`src/rtl/rv32m_muldiv_unit.sv`:
```
// Iterative RV32M multiply/divide unit beside execute; result feeds the mul_read write-back path.
// Latency: 33 cycles launch-to-done (radix-2, 32 iterations); div-by-zero/overflow done in 1 cycle.
// Backpressure: no handshake -- stall_o freezes the pipeline while RUN (or while a launch is accepted).
//
// Ports:
//   clk_i, reset_i        clock, synchronous active-high reset
//   start_i, funct3_i     launch request (honoured in IDLE only) and RV32M op code
//   rs1_i, rs2_i, rd_i    operands and destination tag, captured at launch
//   flush_i               abort the in-flight operation / discard a same-cycle launch
//   stall_o               combinational pipeline stall
//   done_o                one-cycle result-valid pulse
//   result_o, rd_o        registered result and destination tag
//   busy_o                high whenever the unit is not IDLE
module rv32m_muldiv_unit #(
   parameter int XLEN = 32
) (
   input  logic            clk_i,
   input  logic            reset_i,
   input  logic            start_i,
   input  logic [2:0]      funct3_i,
   input  logic [XLEN-1:0] rs1_i,
   input  logic [XLEN-1:0] rs2_i,
   input  logic [4:0]      rd_i,
   input  logic            flush_i,
   output logic            stall_o,
   output logic            done_o,
   output logic [XLEN-1:0] result_o,
   output logic [4:0]      rd_o,
   output logic            busy_o
);

   localparam int CW = $clog2(XLEN);

   typedef enum logic [1:0] {
      IDLE = 2'd0,
      RUN  = 2'd1,
      DONE = 2'd2
   } state_t;

   state_t          state_q, state_d;
   logic [CW-1:0]   count_q;
   logic [2:0]      f3_q;
   logic            neg_q;
   logic [XLEN-1:0] acc_q;     // upper product half / partial remainder
   logic [XLEN-1:0] lo_q;      // multiplier (shifting out) / dividend-quotient
   logic [XLEN-1:0] opb_q;     // |multiplicand| or |divisor|
   logic [4:0]      rd_pend_q;

   // ---------------- launch-time operand preparation ----------------
   logic            is_div, sgn_a, sgn_b, a_neg, b_neg;
   logic [XLEN-1:0] a_abs, b_abs;
   logic            div_zero, div_ovf, special, launch, last;
   logic [XLEN-1:0] special_res;

   always_comb begin
      is_div   = funct3_i[2];
      // MUL/MULH/MULHSU treat rs1 as signed; MUL/MULH also rs2; DIV/REM both.
      sgn_a    = funct3_i[2] ? ~funct3_i[0] : (funct3_i[1:0] != 2'b11);
      sgn_b    = funct3_i[2] ? ~funct3_i[0] : ~funct3_i[1];
      a_neg    = sgn_a & rs1_i[XLEN-1];
      b_neg    = sgn_b & rs2_i[XLEN-1];
      a_abs    = a_neg ? -rs1_i : rs1_i;
      b_abs    = b_neg ? -rs2_i : rs2_i;
      div_zero = is_div & (rs2_i == '0);
      div_ovf  = is_div & ~funct3_i[0] & (rs1_i == {1'b1, {(XLEN-1){1'b0}}}) & (rs2_i == '1);
      special  = div_zero | div_ovf;
      // Zero divisor: quotient all ones, remainder = dividend.
      // Overflow: quotient = dividend (most-negative), remainder 0.
      if (div_zero) special_res = funct3_i[1] ? rs1_i : '1;
      else          special_res = funct3_i[1] ? '0 : rs1_i;
   end

   assign launch = (state_q == IDLE) & start_i & ~flush_i;
   assign last   = (count_q == CW'(XLEN-1));

   // ---------------- FSM ----------------
   always_ff @(posedge clk_i) begin
      if (reset_i) state_q <= IDLE;
      else         state_q <= state_d;
   end

   always_comb begin
      state_d = state_q;
      stall_o = 1'b0;
      done_o  = 1'b0;
      busy_o  = (state_q != IDLE);
      case (state_q)
         IDLE: begin
            stall_o = start_i;
            if (launch) state_d = special ? DONE : RUN;
         end
         RUN: begin
            stall_o = 1'b1;
            if (flush_i)   state_d = IDLE;
            else if (last) state_d = DONE;
         end
         DONE: begin
            // A redirect in the DONE cycle withdraws the write-back.
            done_o  = ~flush_i;
            state_d = IDLE;
         end
         default: state_d = IDLE;
      endcase
   end

   // ---------------- one radix-2 step ----------------
   logic [XLEN:0]     mul_sum, rem_sh;
   logic [XLEN-1:0]   div_diff, acc_d, lo_d;
   logic              div_ge;
   logic [2*XLEN-1:0] product, prod_fix;
   logic [XLEN-1:0]   quot_fix, rem_fix, final_res;

   always_comb begin
      mul_sum  = {1'b0, acc_q} + (lo_q[0] ? {1'b0, opb_q} : '0);
      rem_sh   = {acc_q, lo_q[XLEN-1]};
      div_ge   = (rem_sh >= {1'b0, opb_q});
      // When the subtraction is kept the remainder is below the divisor, so XLEN bits suffice.
      div_diff = XLEN'(rem_sh - {1'b0, opb_q});
      if (f3_q[2]) begin
         acc_d = div_ge ? div_diff : rem_sh[XLEN-1:0];
         lo_d  = {lo_q[XLEN-2:0], div_ge};
      end else begin
         acc_d = mul_sum[XLEN:1];
         lo_d  = {mul_sum[0], lo_q[XLEN-1:1]};
      end
      product  = {acc_d, lo_d};
      prod_fix = neg_q ? -product : product;
      quot_fix = neg_q ? -lo_d : lo_d;
      rem_fix  = neg_q ? -acc_d : acc_d;
      if (f3_q[2])              final_res = f3_q[1] ? rem_fix : quot_fix;
      else if (f3_q[1:0] == 2'b00) final_res = prod_fix[XLEN-1:0];
      else                      final_res = prod_fix[2*XLEN-1:XLEN];
   end

   // ---------------- datapath registers ----------------
   always_ff @(posedge clk_i) begin
      if (reset_i) begin
         count_q   <= '0;
         f3_q      <= '0;
         neg_q     <= 1'b0;
         acc_q     <= '0;
         lo_q      <= '0;
         opb_q     <= '0;
         rd_pend_q <= '0;
         result_o  <= '0;
         rd_o      <= '0;
      end else if (launch) begin
         f3_q      <= funct3_i;
         // Remainder follows the dividend; product and quotient follow sA ^ sB.
         neg_q     <= (is_div & funct3_i[1]) ? a_neg : (a_neg ^ b_neg);
         acc_q     <= '0;
         lo_q      <= a_abs;
         opb_q     <= b_abs;
         count_q   <= '0;
         rd_pend_q <= rd_i;
         if (special) begin
            result_o <= special_res;
            rd_o     <= rd_i;
         end
      end else if (state_q == RUN && !flush_i) begin
         acc_q   <= acc_d;
         lo_q    <= lo_d;
         count_q <= count_q + 1'b1;
         if (last) begin
            result_o <= final_res;
            rd_o     <= rd_pend_q;
         end
      end
   end

endmodule

```
`config.mk`:
```
export PLATFORM = sky130hd
export DESIGN_NAME = rv32m_muldiv_unit
export DESIGN_NICKNAME = d
export VERILOG_FILES = /design/src/rtl/rv32m_muldiv_unit.sv
export SDC_FILE = /design/constraint.sdc
export NUM_CORES = 1
export LEC_CHECK = 0
export BUFFER_PORTS_ARGS = -buffer_cell sky130_fd_sc_hd__buf_2
export CELL_PAD_IN_SITES_DETAIL_PLACEMENT = 2
export CELL_PAD_IN_SITES_GLOBAL_PLACEMENT = 2
export CORE_AREA = 2 2 206 208
export DETAILED_ROUTE_END_ITERATION = 7
export DIE_AREA = 0 0 208 210
export PLACE_DENSITY = 0.83
export SLEW_MARGIN = 10
export SYNTH_ARGS = -nofsm -noshare
export SYNTH_HDL_FRONTEND = slang
export SYNTH_SLANG_ARGS = --single-unit
```
`constraint.sdc`:
```
create_clock -name clk_i -period 9.35 [get_ports clk_i]
set_input_delay 0.935 -clock clk_i [delete_from_list [all_inputs] [get_ports clk_i]]
set_output_delay 0.935 -clock clk_i [all_outputs]
set_load 0.05 [all_outputs]
```
==> results of run 1 <==
metal layers:
layer / wire (µm) / share of wire / global-route usage / vias to the layer above
met4: 2460 / 0.032 / 0.1198 / 4
met5: 32 / 0.00041 / 0 / -
met2: 35100 / 0.45 / 0.5585 / 627
met1: 35070 / 0.45 / 0.4724 / 9301
met3: 4965 / 0.064 / 0.05319 / 136
li1: - / - / - / 8165
worst min-delay path, cell delays in order (launching register included):
cell	delay (ns)
dfxtp_1	0.31
nand2_1	0.05
a21oi_1	0.06
power groups by stage:
stage | logic (µW) | registers [µW] | clock network [µW]
4_1_cts | 828 | 688 | 710
6_report | 849 | 689 | 703
3_3_place_gp | 794 | 701 | 0
2_1_floorplan | 534 | 707 | 0
5_1_grt | 903 | 692 | 731
3_5_place_dp | 820 | 703 | 0
cell usage in the layout (no fill, tap or decap), types with 48 or more instances in the layout:
cell type and n:
nor2_1 282, buf_2 114, a21oi_1 197, nor3_1 64
a211oi_1 71, o211ai_1 48, inv_1 69, xnor2_1 79
o21ai_0 120, dfxtp_1 147, nand2_1 263, ha_1 71
xor2_1 67
cell families after synthesis:
family,count (synthesis)
adders and majority gates,94
and+or+nand+nor,852
DFF,149
muxes,55
xor gates and xnor gates,146
buffers and inverters,217
AOI/OAI and AO/OA,698
cell type report:
| type | instances | area, µm² | share of cell area |
|---|---|---|---|
| clock inverters | 13 | 125.1 | 0.007339 |
| diodes | 1 | 2.502 | 0.0001468 |
| clock buffers | 19 | 432.9 | 0.02539 |
| repair buffers | 146 | 810.8 | 0.04756 |
| flip-flops and latches | 149 | 2988 | 0.1753 |
| multi-input cells | 1845 | 11750 | 0.6893 |
| inverters | 70 | 262.8 | 0.01541 |
| well taps | 539 | 674.4 | 0.03956 |
stage by stage:
stage                 util  worst slack (ns)
detailed placement  0.3975             2.723
global placement    0.3975             2.956
global route        0.4110             2.168
floorplan                -             4.131
CTS                 0.4110             2.672
finish              0.4110             2.470
how the worst max path moves through the flow:
stage	startpoint	end	slack (ns)	depth (start not counted)
floorplan	f3_q[2]	result_o[4]	4.13	24
global placement	acc_q[15]	result_o[20]	2.96	20
detailed placement	opb_q[26]	result_o[4]	2.72	21
CTS	acc_q[15]	result_o[4]	2.67	20
global route	opb_q[1]	result_o[6]	2.17	20
finish	acc_q[15]	result_o[4]	2.47	20
flip-flops by register name, summed over array words and instances, names as in the netlist, 3 cells and up:
name and flops:
acc_q 32, lo_q 32, f3_q 3, result_o 32, rd_o 5, count_q 5
opb_q 32, rd_pend_q 5
==> metrics.md, run 1 <==
| Metric | Value |
|---|---|
| Starting density of the core | `0.3754` |
| Drt first-iter violations | `1,516` |
| FILL cells | `4,993` |
| RSZ-0062 raised after global routing | `no` |
| Hold slack final | `0.4692 ns` |
| Reg power frac | `0.308` |
| Critical path class | `reg2reg` |
| Synth Flop Type | `dfxtp_1` |
| Largest family of logic cells by synthesized area | `compound AO/OA/AOI/OAI gates` |
| HP Start | `result_o[3]` |
| Xor/xnor share of the synthesized area | `0.08213` |
| Most common cell in the synthesized netlist | `nor2_1` |
| Synth top area share | `0.1916` |
| First-pass GRT wire length | `117.2 mm` |
| PortBufs | `115` |
| CP bufs+invs | `0` |
| Top cell type by total area after synthesis | `dfxtp_1` |
| Sequential fraction of the synthesis area | `0.1916` |
| Final Setup Violations | `0` |
| Final hold violations | `0` |
| Register bit count reported by yosys | `149` |
| Min-Delay Path Class | `reg2reg` |
| Core footprint | `41,480 µm²` |
| Synth Instances | `2,211` |
| Reg2Reg Setup Slack | `2.47 ns` |
| Final instance area | `17,050 µm²` |
| Leading cell types by count after synthesis | `282 x nor2_1, 263 x nand2_1, 197 x a21oi_1, 149 x dfxtp_1, 120 x o21ai_0` |
| Worst-skew pair later-pin latency | `0.47 ns` |
| Maxcap violations | `0` |
| Maximum level of the CTS H-tree | `4` |
| Largest net degree at the start of global routing | `81` |
| Adder-Cell Fraction of Synth Area | `0.07313` |
| Die Area | `43,680 µm²` |
| Crit-path cells | `ha_1 > a21oi_1 > o21ai_0 > nand2_1 > and4_1 > nand2_4 > nand2_2 > a21boi_0 > ha_1 > o2111ai_1 > or3_1 > nor2_1 > nand2_1 > or3_1 > and2_1 > a221oi_1 > a21oi_1 > o21ai_0 > o21ai_0 > a211oi_1` |
| CP delay by family, top | `simple AND/OR/NAND/NOR gates` |
| R2R depth | `20` |
| Clk slew on worst S/H paths | `0.07 ns` |
| Wire per inst | `27.90 µm` |
| Post-place instance area | `16,490 µm²` |
| Power Internal | `1287 µW` |
| Period minus WS final | `6.880 ns` |
| RR Startpoint | `acc_q[15]` |
| Synthesized area | `15,570 µm²` |
| Slew @ Worst Pin | `1.192 ns` |
| Root Driver | `clkbuf_16` |
| Post-synth cell types | `96` |
| Arrival @ worst endpoint | `7.25 ns` |
| Deepest clock path buffer count | `2` |
| Simple-Gate Fraction of Synth Area | `0.2568` |
| Max Slew Vio Count | `0` |
| Die Height | `210 µm` |
| Yosys warns | `0` |
| Mux contribution to synthesized area | `0.03697` |
| Max FO, Critical Path | `31` |
| Hold Buf Count CTS | `0` |
| Cell Pwr Density | `131.5 nW/µm²` |
| RD Place Congestion | `0.9515` |
| CTS buffer count | `17` |
| Remaining Overflow, GRT | `0` |
| Switching share of power | `0.4259` |
| DRT Wirelength | `77.63 mm` |
| Clock Power Share | `0.314` |
| Startpoint types | `flop` |
| CTS tree | `built` |
| Total chip power | `2242 µW` |
| P_leak | `0.006520 µW` |
| Placed Cells incl. Taps | `2,749` |
| Worst Clk Skew | `0.01416 ns` |
| Post-CTS Setup Inserts | `0` |
| Non-Filler Instances | `2,782` |
| Top Ports | `116` |
| Initial antenna violation count | `5` |
| Die Span X | `208 µm` |
| ANT nets after route | `0` |
| DRT Pass-1 Iters | `5` |
| Post-synth EDFFs | `0` |
| CP max-delay cell | `or3_1` |
| Crit-path most repeated cell | `o21ai_0` |
| Post-route clock period utilization | `0.7358` |
| Outcome | `finished, final reports clean` |
| Post-detail-place hpwl | `59.64 mm` |
| Comb pwr share | `0.379` |
| # DRC | `0` |
| Relative slew slack | `0.1946` |
| Via count | `18,230` |
| Fraction of registers with async set/reset | `0` |
| Final net count | `2,378` |
| Critical Path RT | `9.72 ns` |
| Maximum VDD drop | `0.1410 mV` |
| Row count | `75` |
| Fmax | `145.4 MHz` |
| Avg Synthesized Cell Area | `7.042 µm²` |
| R2R Path End | `result_o[4]` |
| Hold endpoint | `result_o[3]` |
| Vias per cell | `6.554` |
| Overall global routing resource usage | `0.3468` |
| Net switching power | `954.9 µW` |
| Fraction of layout cells with a size suffix above 1 | `0.1133` |
| Min-Delay Path Depth | `2` |
| Setup TNS | `0 ns` |
| Max incr delay on CP | `0.61 ns` |
| Area Overhead vs Synth | `9.499%` |
| Synth top area cells | `dfxtp_1 19%, nor2_1 6.8%, nand2_1 6.3%` |
| Post-Syn Nets | `2,360` |
| Vias in the first global route | `18,620` |
| Clock sinks | `149` |
| Post-cts resize count | `0` |
| Post-synthesis compound-gate area fraction | `0.3038` |
| CP endpoint kind | `flop` |
Power figures use the tool's default switching activity.
==> inputs of run 2 (changes only) <==
--- a/config.mk
+++ b/config.mk
@@ -8,10 +8,10 @@
 export BUFFER_PORTS_ARGS = -buffer_cell sky130_fd_sc_hd__buf_2
 export CELL_PAD_IN_SITES_DETAIL_PLACEMENT = 2
 export CELL_PAD_IN_SITES_GLOBAL_PLACEMENT = 2
-export CORE_AREA = 2 2 206 208
+export CORE_AREA = 2 2 224 226
 export DETAILED_ROUTE_END_ITERATION = 7
-export DIE_AREA = 0 0 208 210
-export PLACE_DENSITY = 0.83
+export DIE_AREA = 0 0 226 228
+export PLACE_DENSITY = 0.74
 export SLEW_MARGIN = 10
 export SYNTH_ARGS = -nofsm -noshare
 export SYNTH_HDL_FRONTEND = slang
==> constraint.sdc (replaced) <==
create_clock -name clk_i -period 5.83 [get_ports clk_i]
set_input_delay 0.583 -clock clk_i [delete_from_list [all_inputs] [get_ports clk_i]]
set_output_delay 0.583 -clock clk_i [all_outputs]
set_load 0.05 [all_outputs]
==> run 2 against run 1 <==
  * Total power grew 70%
  * Clock-buffer cell count grew 4
  * First-iteration DRC count shrank 19%
  * Flip-flop and latch count is the same
  * Hold slack lost 0.096 ns
  * Critical path type unchanged
  * Critical endpoint is now result_o[29]
==> metrics.md, run 2 (synthesized netlist as in run 1, its figures left out) <==
| Metric | Value |
|---|---|
| Outcome | `finished, final reports clean` |
| Vias per cell | `6.126 (-6.5%)` |
| Final hold violations | `0 (unchanged)` |
| Slew @ Worst Pin | `1.122 ns (-0.07042 ns)` |
| Die Height | `228 µm (+8.6%)` |
| Met2 usage | `0.4958 (-0.06271)` |
| Sequential cell area | `2988 µm² (unchanged)` |
| Largest net degree at the start of global routing | `79 (-2.5%)` |
| Crit-path most repeated cell | `nor4_4` |
| Drt first-iter violations | `1,223 (-19%)` |
| Root Driver | `clkbuf_16` |
| Power Internal | `2251 µW (+75%)` |
| Comb pwr share | `0.374 (-0.005)` |
| Worst Clk Skew | `0.01670 ns (+0.002542 ns)` |
| CTS buffer count | `17 (unchanged)` |
| Max incr delay on CP | `0.69 ns (+0.08 ns)` |
| Critical Path Start | `opb_q[24]` |
| Starting density of the core | `0.3155 (-0.05988)` |
| Max FO, Critical Path | `11 (-65%)` |
| RR Startpoint | `opb_q[24]` |
| Maximum VDD drop | `0.2248 mV (+59%)` |
| Arrival @ worst endpoint | `5.93 ns (-1.32 ns)` |
| Startpoint types | `flop` |
| Area Overhead vs Synth | `13.90%` |
| Min-Delay Path Class | `in2reg` |
| Fraction of layout cells with a size suffix above 1 | `0.1358 (+0.02248)` |
| CP delay by family, top | `simple AND/OR/NAND/NOR gates` |
| Post-route clock period utilization | `0.9628 (+0.2270)` |
| FILL cells | `5,867 (+18%)` |
| Cell Pwr Density | `214.3 nW/µm² (+63%)` |
| Row count | `82 (+9.3%)` |
| Switching share of power | `0.4078 (-0.01816)` |
| Maxcap violations | `0 (unchanged)` |
| RSZ-0062 raised after global routing | `no` |
| Relative slew slack | `0.2487 (+0.05405)` |
| Period minus WS final | `5.613 ns (-1.267 ns)` |
| DRT Pass-1 Iters | `5 (unchanged)` |
| Hold slack final | `0.3734 ns (-0.09575 ns)` |
| RD Place Congestion | `0.9322 (-2.0%)` |
| Via count | `18,200 (-0.18%)` |
| Vias in the first global route | `18,960 (+1.8%)` |
| Reg2Reg Setup Slack | `0.22 ns (-2.25 ns)` |
| Final Setup Violations | `0 (unchanged)` |
| DRT Wirelength | `79.81 mm (+2.8%)` |
| Post-detail-place hpwl | `62.19 mm (+4.3%)` |
| Top Ports | `116 (unchanged)` |
| Total chip power | `3800 µW (+70%)` |
| First-pass GRT wire length | `121.2 mm (+3.4%)` |
| Wire per inst | `26.86 µm (-3.7%)` |
| Hold Buf Count CTS | `0 (unchanged)` |
| # DRC | `0 (unchanged)` |
| Clk slew on worst S/H paths | `0.07 ns (about the same)` |
| Overall global routing resource usage | `0.3078 (-0.03901)` |
| P_leak | `0.006821 µW (+4.6%)` |
| Crit-path cells | `inv_1 > ha_1 > nand4_1 > nor4_4 > nand2_1 > nand4_2 > nor2_1 > a311oi_4 > or4b_1 > nor4_4 > nand4b_1 > o31ai_1 > xnor2_1 > a221oi_1 > buf_4 > nor3_1` |
| Met3 Use GR | `0.03658 (-0.01661)` |
| R2R depth | `16 (-20%)` |
| Critical path class | `reg2reg` |
| Initial antenna violation count | `1 (-4)` |
| Critical path depth in cells | `16 (-20%)` |
| Die Span X | `226 µm (+8.7%)` |
| Commonest non-fill, non-tap cells in the layout | `282 x nor2_1, 263 x nand2_1, 196 x a21oi_1` |
| Clock sinks | `149 (unchanged)` |
| Area of the multi-input gates | `11,780 µm² (+0.19%)` |
| Setup TNS | `0 ns (unchanged)` |
| Global-route layer with the greatest usage | `met2` |
| Core footprint | `49,350 µm² (+19%)` |
| Critical Path RT | `6.15 ns (-3.57 ns)` |
| Reg power frac | `0.292 (-0.016)` |
| Deepest clock path buffer count | `2 (unchanged)` |
| CP endpoint kind | `flop` |
| Final net count | `2,434 (+2.4%)` |
| Max Slew Vio Count | `0 (unchanged)` |
| Fmax | `178.2 MHz (+23%)` |
| ANT nets after route | `0 (unchanged)` |
| Commonest non-fill, non-tap cell in the layout | `nor2_1` |
| Net switching power | `1550 µW (+62%)` |
| GR Util met1 | `0.4159 (-0.05647)` |
| R2R Path End | `result_o[29]` |
| CTS tree | `built` |
| Worst-skew pair later-pin latency | `0.48 ns (about the same)` |
| PortBufs | `115 (unchanged)` |
| Remaining Overflow, GRT | `0 (unchanged)` |
| End of the critical path | `result_o[29]` |
| Maximum level of the CTS H-tree | `4 (unchanged)` |
| CP bufs+invs | `2 (+2)` |
| CP max-delay cell | `or4b_1` |
| Die Area | `51,530 µm² (+18%)` |
| Clock Power Share | `0.334 (+0.020)` |
==> run 2: cell types whose count changed in the layout (fill, tap and decap cells not counted), moves of 3 or more <==
cell       change
buf_4         +55
bufinv_16      +3
clkinv_4       -4
inv_6          -3
==> run 2: cell type report <==
type | count | share of cell area
flip-flops and latches | 149 | 0.1685
clock buffers | 23 | 0.02639
well taps | 672 | 0.04741
clock inverters | 9 | 0.008466
inverters | 70 | 0.01503
multi-input cells | 1845 | 0.6640
diodes | 1 | 0.0001411
repair buffers | 202 | 0.07013
==> run 2: how the worst min path moves through the flow <==
stage | startpoint | to | slack, ns | cells past startpoint
floorplan | opb_q[21] | opb_q[21] | 0.43 | 2
global placement | result_o[3] | result_o[3] | 0.45 | 2
detailed placement | opb_q[21] | opb_q[21] | 0.45 | 2
CTS | rd_i[0] | rd_pend_q[0] | 0.36 | 3
global route | rs2_i[0] | opb_q[0] | 0.39 | 3
finish | rd_i[0] | rd_pend_q[0] | 0.37 | 3
==> run 2: repair_timing <==
item / CTS / global route
endpoints found under the setup margin: 0 / 8
gates resized for setup: 0 / 8
endpoints found under the hold margin: 0 / 0
buffers inserted: 0 / 6
==> run 2: power groups by stage <==
stage                     combinational (µW)  sequential (µW)  clock (µW)
final                                   1420             1110        1270
after global routing                    1520             1120        1310
after CTS                               1380             1110        1270
after detailed placement                1370             1130           0
after global placement                  1330             1130           0
after floorplan                          856             1130           0
==> run 2: per-stage QoR <==
step | instance area, µm² | utilization | cells | worst slack, ns
floorplan | 15570 | - | 2211 | 0.6112
global placement | 17040 | 0.3453 | 2932 | 0.2052
detailed placement | 17040 | 0.3453 | 2932 | 0.1298
CTS | 17660 | 0.3579 | 2964 | 0.09107
global route | 17730 | 0.3593 | 2970 | 0.02467
finish | 17730 | 0.3594 | 2971 | 0.2171
==> run 2: worst min-delay path: stages <==
cell and delay, ns:
buf_2 0.08, mux2i_1 0.07, nor2_1 0.08
==> run 2: layer usage <==
layer / wire length [µm] / vias up / part of all wire
li1: - / 8245 / -
met1: 36490 / 9351 / 0.46
met2: 36750 / 464 / 0.46
met3: 3591 / 138 / 0.045
met4: 2968 / 2 / 0.037
met5: 12 / - / 0.00015
==> inputs of run 3 (changes only) <==
--- a/config.mk
+++ b/config.mk
@@ -8,10 +8,10 @@
 export BUFFER_PORTS_ARGS = -buffer_cell sky130_fd_sc_hd__buf_2
 export CELL_PAD_IN_SITES_DETAIL_PLACEMENT = 2
 export CELL_PAD_IN_SITES_GLOBAL_PLACEMENT = 2
-export CORE_AREA = 2 2 224 226
+export CORE_AREA = 2 2 288 176
 export DETAILED_ROUTE_END_ITERATION = 7
-export DIE_AREA = 0 0 226 228
-export PLACE_DENSITY = 0.74
+export DIE_AREA = 0 0 290 178
+export PLACE_DENSITY = 0.75
 export SLEW_MARGIN = 10
 export SYNTH_ARGS = -nofsm -noshare
 export SYNTH_HDL_FRONTEND = slang
==> constraint.sdc (replaced) <==
create_clock -name clk_i -period 5.83 [get_ports clk_i]
set_input_delay 0.583 -clock clk_i [delete_from_list [all_inputs] [get_ports clk_i]]
set_output_delay 0.583 -clock clk_i [all_outputs]
set_load 0.02 [all_outputs]
==> run 3 against run 2 <==
  * Design area grew 0.23%
  * Utilization up 0.38 points
  * Clock-buffer cell count down 4
  * Die area up 0.18%
  * Via count grew 2.2%
  * Non-clock buffer count grew 14
  * Critical path depth up 3
  * Global-route usage rose by 0.84 points
==> metrics.md, run 3 (synthesized netlist as in run 1, its figures left out) <==
| Metric | Value |
|---|---|
| Outcome | `finished, final reports clean` |
| DRT Pass-1 Iters | `5 (unchanged)` |
| FILL cells | `5,834 (-0.56%)` |
| Power Internal | `2130 µW (-5.3%)` |
| Via count | `18,610 (+2.2%)` |
| Post-route clock period utilization | `0.9784 (+0.01562)` |
| Overall global routing resource usage | `0.3161 (+0.008352)` |
| Commonest non-fill, non-tap cells in the layout | `282 x nor2_1, 263 x nand2_1, 194 x a21oi_1` |
| Comb pwr share | `0.393 (+0.019)` |
| Fraction of layout cells with a size suffix above 1 | `0.1437 (+0.007891)` |
| Fmax | `175.3 MHz (-1.6%)` |
| Die Span X | `290 µm (+28%)` |
| Post-detail-place hpwl | `65.24 mm (+4.9%)` |
| ANT nets after route | `0 (unchanged)` |
| Final Setup Violations | `0 (unchanged)` |
| Vias in the first global route | `18,880 (-0.44%)` |
| Slew @ Worst Pin | `1.266 ns (+0.1442 ns)` |
| Maximum VDD drop | `0.1920 mV (-15%)` |
| Startpoint types | `flop` |
| Core footprint | `48,950 µm² (-0.81%)` |
| Vias per cell | `6.283 (+2.6%)` |
| Top Ports | `116 (unchanged)` |
| Placed Cells incl. Taps | `2,928 (-0.14%)` |
| Clock Power Share | `0.313 (-0.021)` |
| CP bufs+invs | `5 (+3)` |
| Die Area | `51,620 µm² (+0.18%)` |
| Final hold violations | `0 (unchanged)` |
| Min-Delay Path Class | `in2reg` |
| CTS tree | `built` |
| Worst Clk Skew | `0.02850 ns (+0.01180 ns)` |
| First-pass GRT wire length | `123.5 mm (+1.9%)` |
| Switching share of power | `0.4318 (+0.02404)` |
| Critical path class | `reg2reg` |
| Starting density of the core | `0.3181 (+0.002573)` |
| Max Slew Vio Count | `0 (unchanged)` |
| Area of the multi-input gates | `11,800 µm² (+0.19%)` |
| Clk slew on worst S/H paths | `0.07 ns (about the same)` |
| Relative slew slack | `0.1502 (-0.09848)` |
| Reg power frac | `0.295 (+0.003)` |
| Largest net degree at the start of global routing | `69 (-13%)` |
| CP max-delay cell | `ha_1` |
| # DRC | `0 (unchanged)` |
| Setup TNS | `0 ns (unchanged)` |
| Hold slack final | `0.3857 ns (+0.01221 ns)` |
| Non-Filler Instances | `2,961 (-0.34%)` |
| P_leak | `0.006876 µW (+0.81%)` |
| Critical Path RT | `6.15 ns (about the same)` |
| RD Place Congestion | `0.9659 (+3.6%)` |
| Net switching power | `1619 µW (+4.5%)` |
| Deepest clock path buffer count | `2 (unchanged)` |
| Hold Buf Count CTS | `0 (unchanged)` |
| Final net count | `2,448 (+0.58%)` |
| Arrival @ worst endpoint | `6.03 ns (+0.10 ns)` |
| Worst-skew pair later-pin latency | `0.48 ns (about the same)` |
| PortBufs | `115 (unchanged)` |
| Row count | `63 (-23%)` |
| CP delay by family, top | `simple AND/OR/NAND/NOR gates` |
| Wire per inst | `27.99 µm (+4.2%)` |
| Drt first-iter violations | `1,587 (+30%)` |
| Maximum level of the CTS H-tree | `4 (unchanged)` |
| CP endpoint kind | `flop` |
| DRT Wirelength | `82.89 mm (+3.9%)` |
| Max incr delay on CP | `0.47 ns (-0.22 ns)` |
| Crit-path most repeated cell | `buf_4` |
| Die Height | `178 µm (-22%)` |
| CTS buffer count | `17 (unchanged)` |
| Period minus WS final | `5.704 ns (+0.09104 ns)` |
| Core Util, Final | `0.3631 (+0.003774)` |
| Maxcap violations | `0 (unchanged)` |
| Max FO, Critical Path | `19 (+8)` |
| Initial antenna violation count | `4 (+3)` |
| Crit-path cells | `inv_1 > ha_1 > nand4_1 > nor4_4 > nand4b_1 > and4_1 > nand2_4 > buf_4 > buf_4 > mux2_2 > mux2i_2 > buf_4 > nor2b_1 > nand3b_1 > o31ai_1 > xnor2_1 > a221oi_1 > buf_4 > nor3_1` |
| Antenna Cells | `0 (-1)` |
| Root Driver | `clkbuf_16` |
| Commonest non-fill, non-tap cell in the layout | `nor2_1` |
| Remaining Overflow, GRT | `0 (unchanged)` |
| Area Overhead vs Synth | `14.17%` |
| Clock sinks | `149 (unchanged)` |
| Sequential cell area | `2988 µm² (unchanged)` |
| Cell Pwr Density | `210.9 nW/µm² (-1.6%)` |
[run 3: changes by cell type in the layout (fill, tap and decap cells not counted), moves of 2 or more]
| cell | change |
|---|---|
| inv_6 | +3 |
| clkinv_4 | +4 |
| buf_4 | +14 |
| a21oi_1 | -2 |
| a21oi_2 | +2 |
| clkbuf_1 | -3 |
| clkinv_2 | -2 |
| bufinv_16 | -3 |
[run 3: layout make-up]
| type | count | share of cell area |
|---|---|---|
| clock inverters | 12 | 0.006898 |
| flip-flops and latches | 149 | 0.1681 |
| repair buffers | 216 | 0.07588 |
| well taps | 650 | 0.04575 |
| multi-input cells | 1845 | 0.6637 |
| clock buffers | 19 | 0.02492 |
| inverters | 70 | 0.01478 |
[run 3: final timing paths]
path | from | end | slack (ns) | cells past startpoint
max | opb_q[23] | result_o[19] | 0.13 | 19
min | rd_i[3] | rd_pend_q[3] | 0.39 | 3
max reg2reg | opb_q[23] | result_o[19] | 0.13 | 19
min reg2reg | count_q[4] | count_q[4] | 0.47 | 2
[run 3: tightest hold or removal path: stages]
cell	delay [ns]
buf_2	0.07
mux2i_1	0.07
nor2_1	0.09
[run 3: metal layers]
metal / vias to the layer above / track usage / share of wire
met3: 61 / 0.1098 / 0.11
met1: 9513 / 0.4642 / 0.49
met4: 2 / 0.05490 / 0.0098
met5: - / 0 / 0.00012
met2: 737 / 0.4414 / 0.39
li1: 8292 / - / -
[run 3: metrics by stage]
step	power [µW]	worst slack, ns	cell area, µm²
floorplan	1968	0.6112	15570
global placement	2478	0.2989	17160
detailed placement	2528	0.08629	17160
CTS	3703	0.05840	17720
global route	3901	-0.01585	17780
finish	3749	0.1260	17780
[run 3: what timing repair did]
item | 4_1_cts | 5_1_grt
hold endpoints to repair | 0 | 0
gates resized for setup | 0 | 10
buffers inserted | 0 | 2
setup endpoints to repair | 0 | 17
[run 3: power groups by stage]
stage                     combinational, µW  sequential (µW)  clock, µW
after floorplan                         853             1110          0
after global placement                 1360             1120          0
after detailed placement               1400             1130          0
after global routing                   1560             1110       1230
final                                  1470             1100       1170
after CTS                              1410             1100       1190
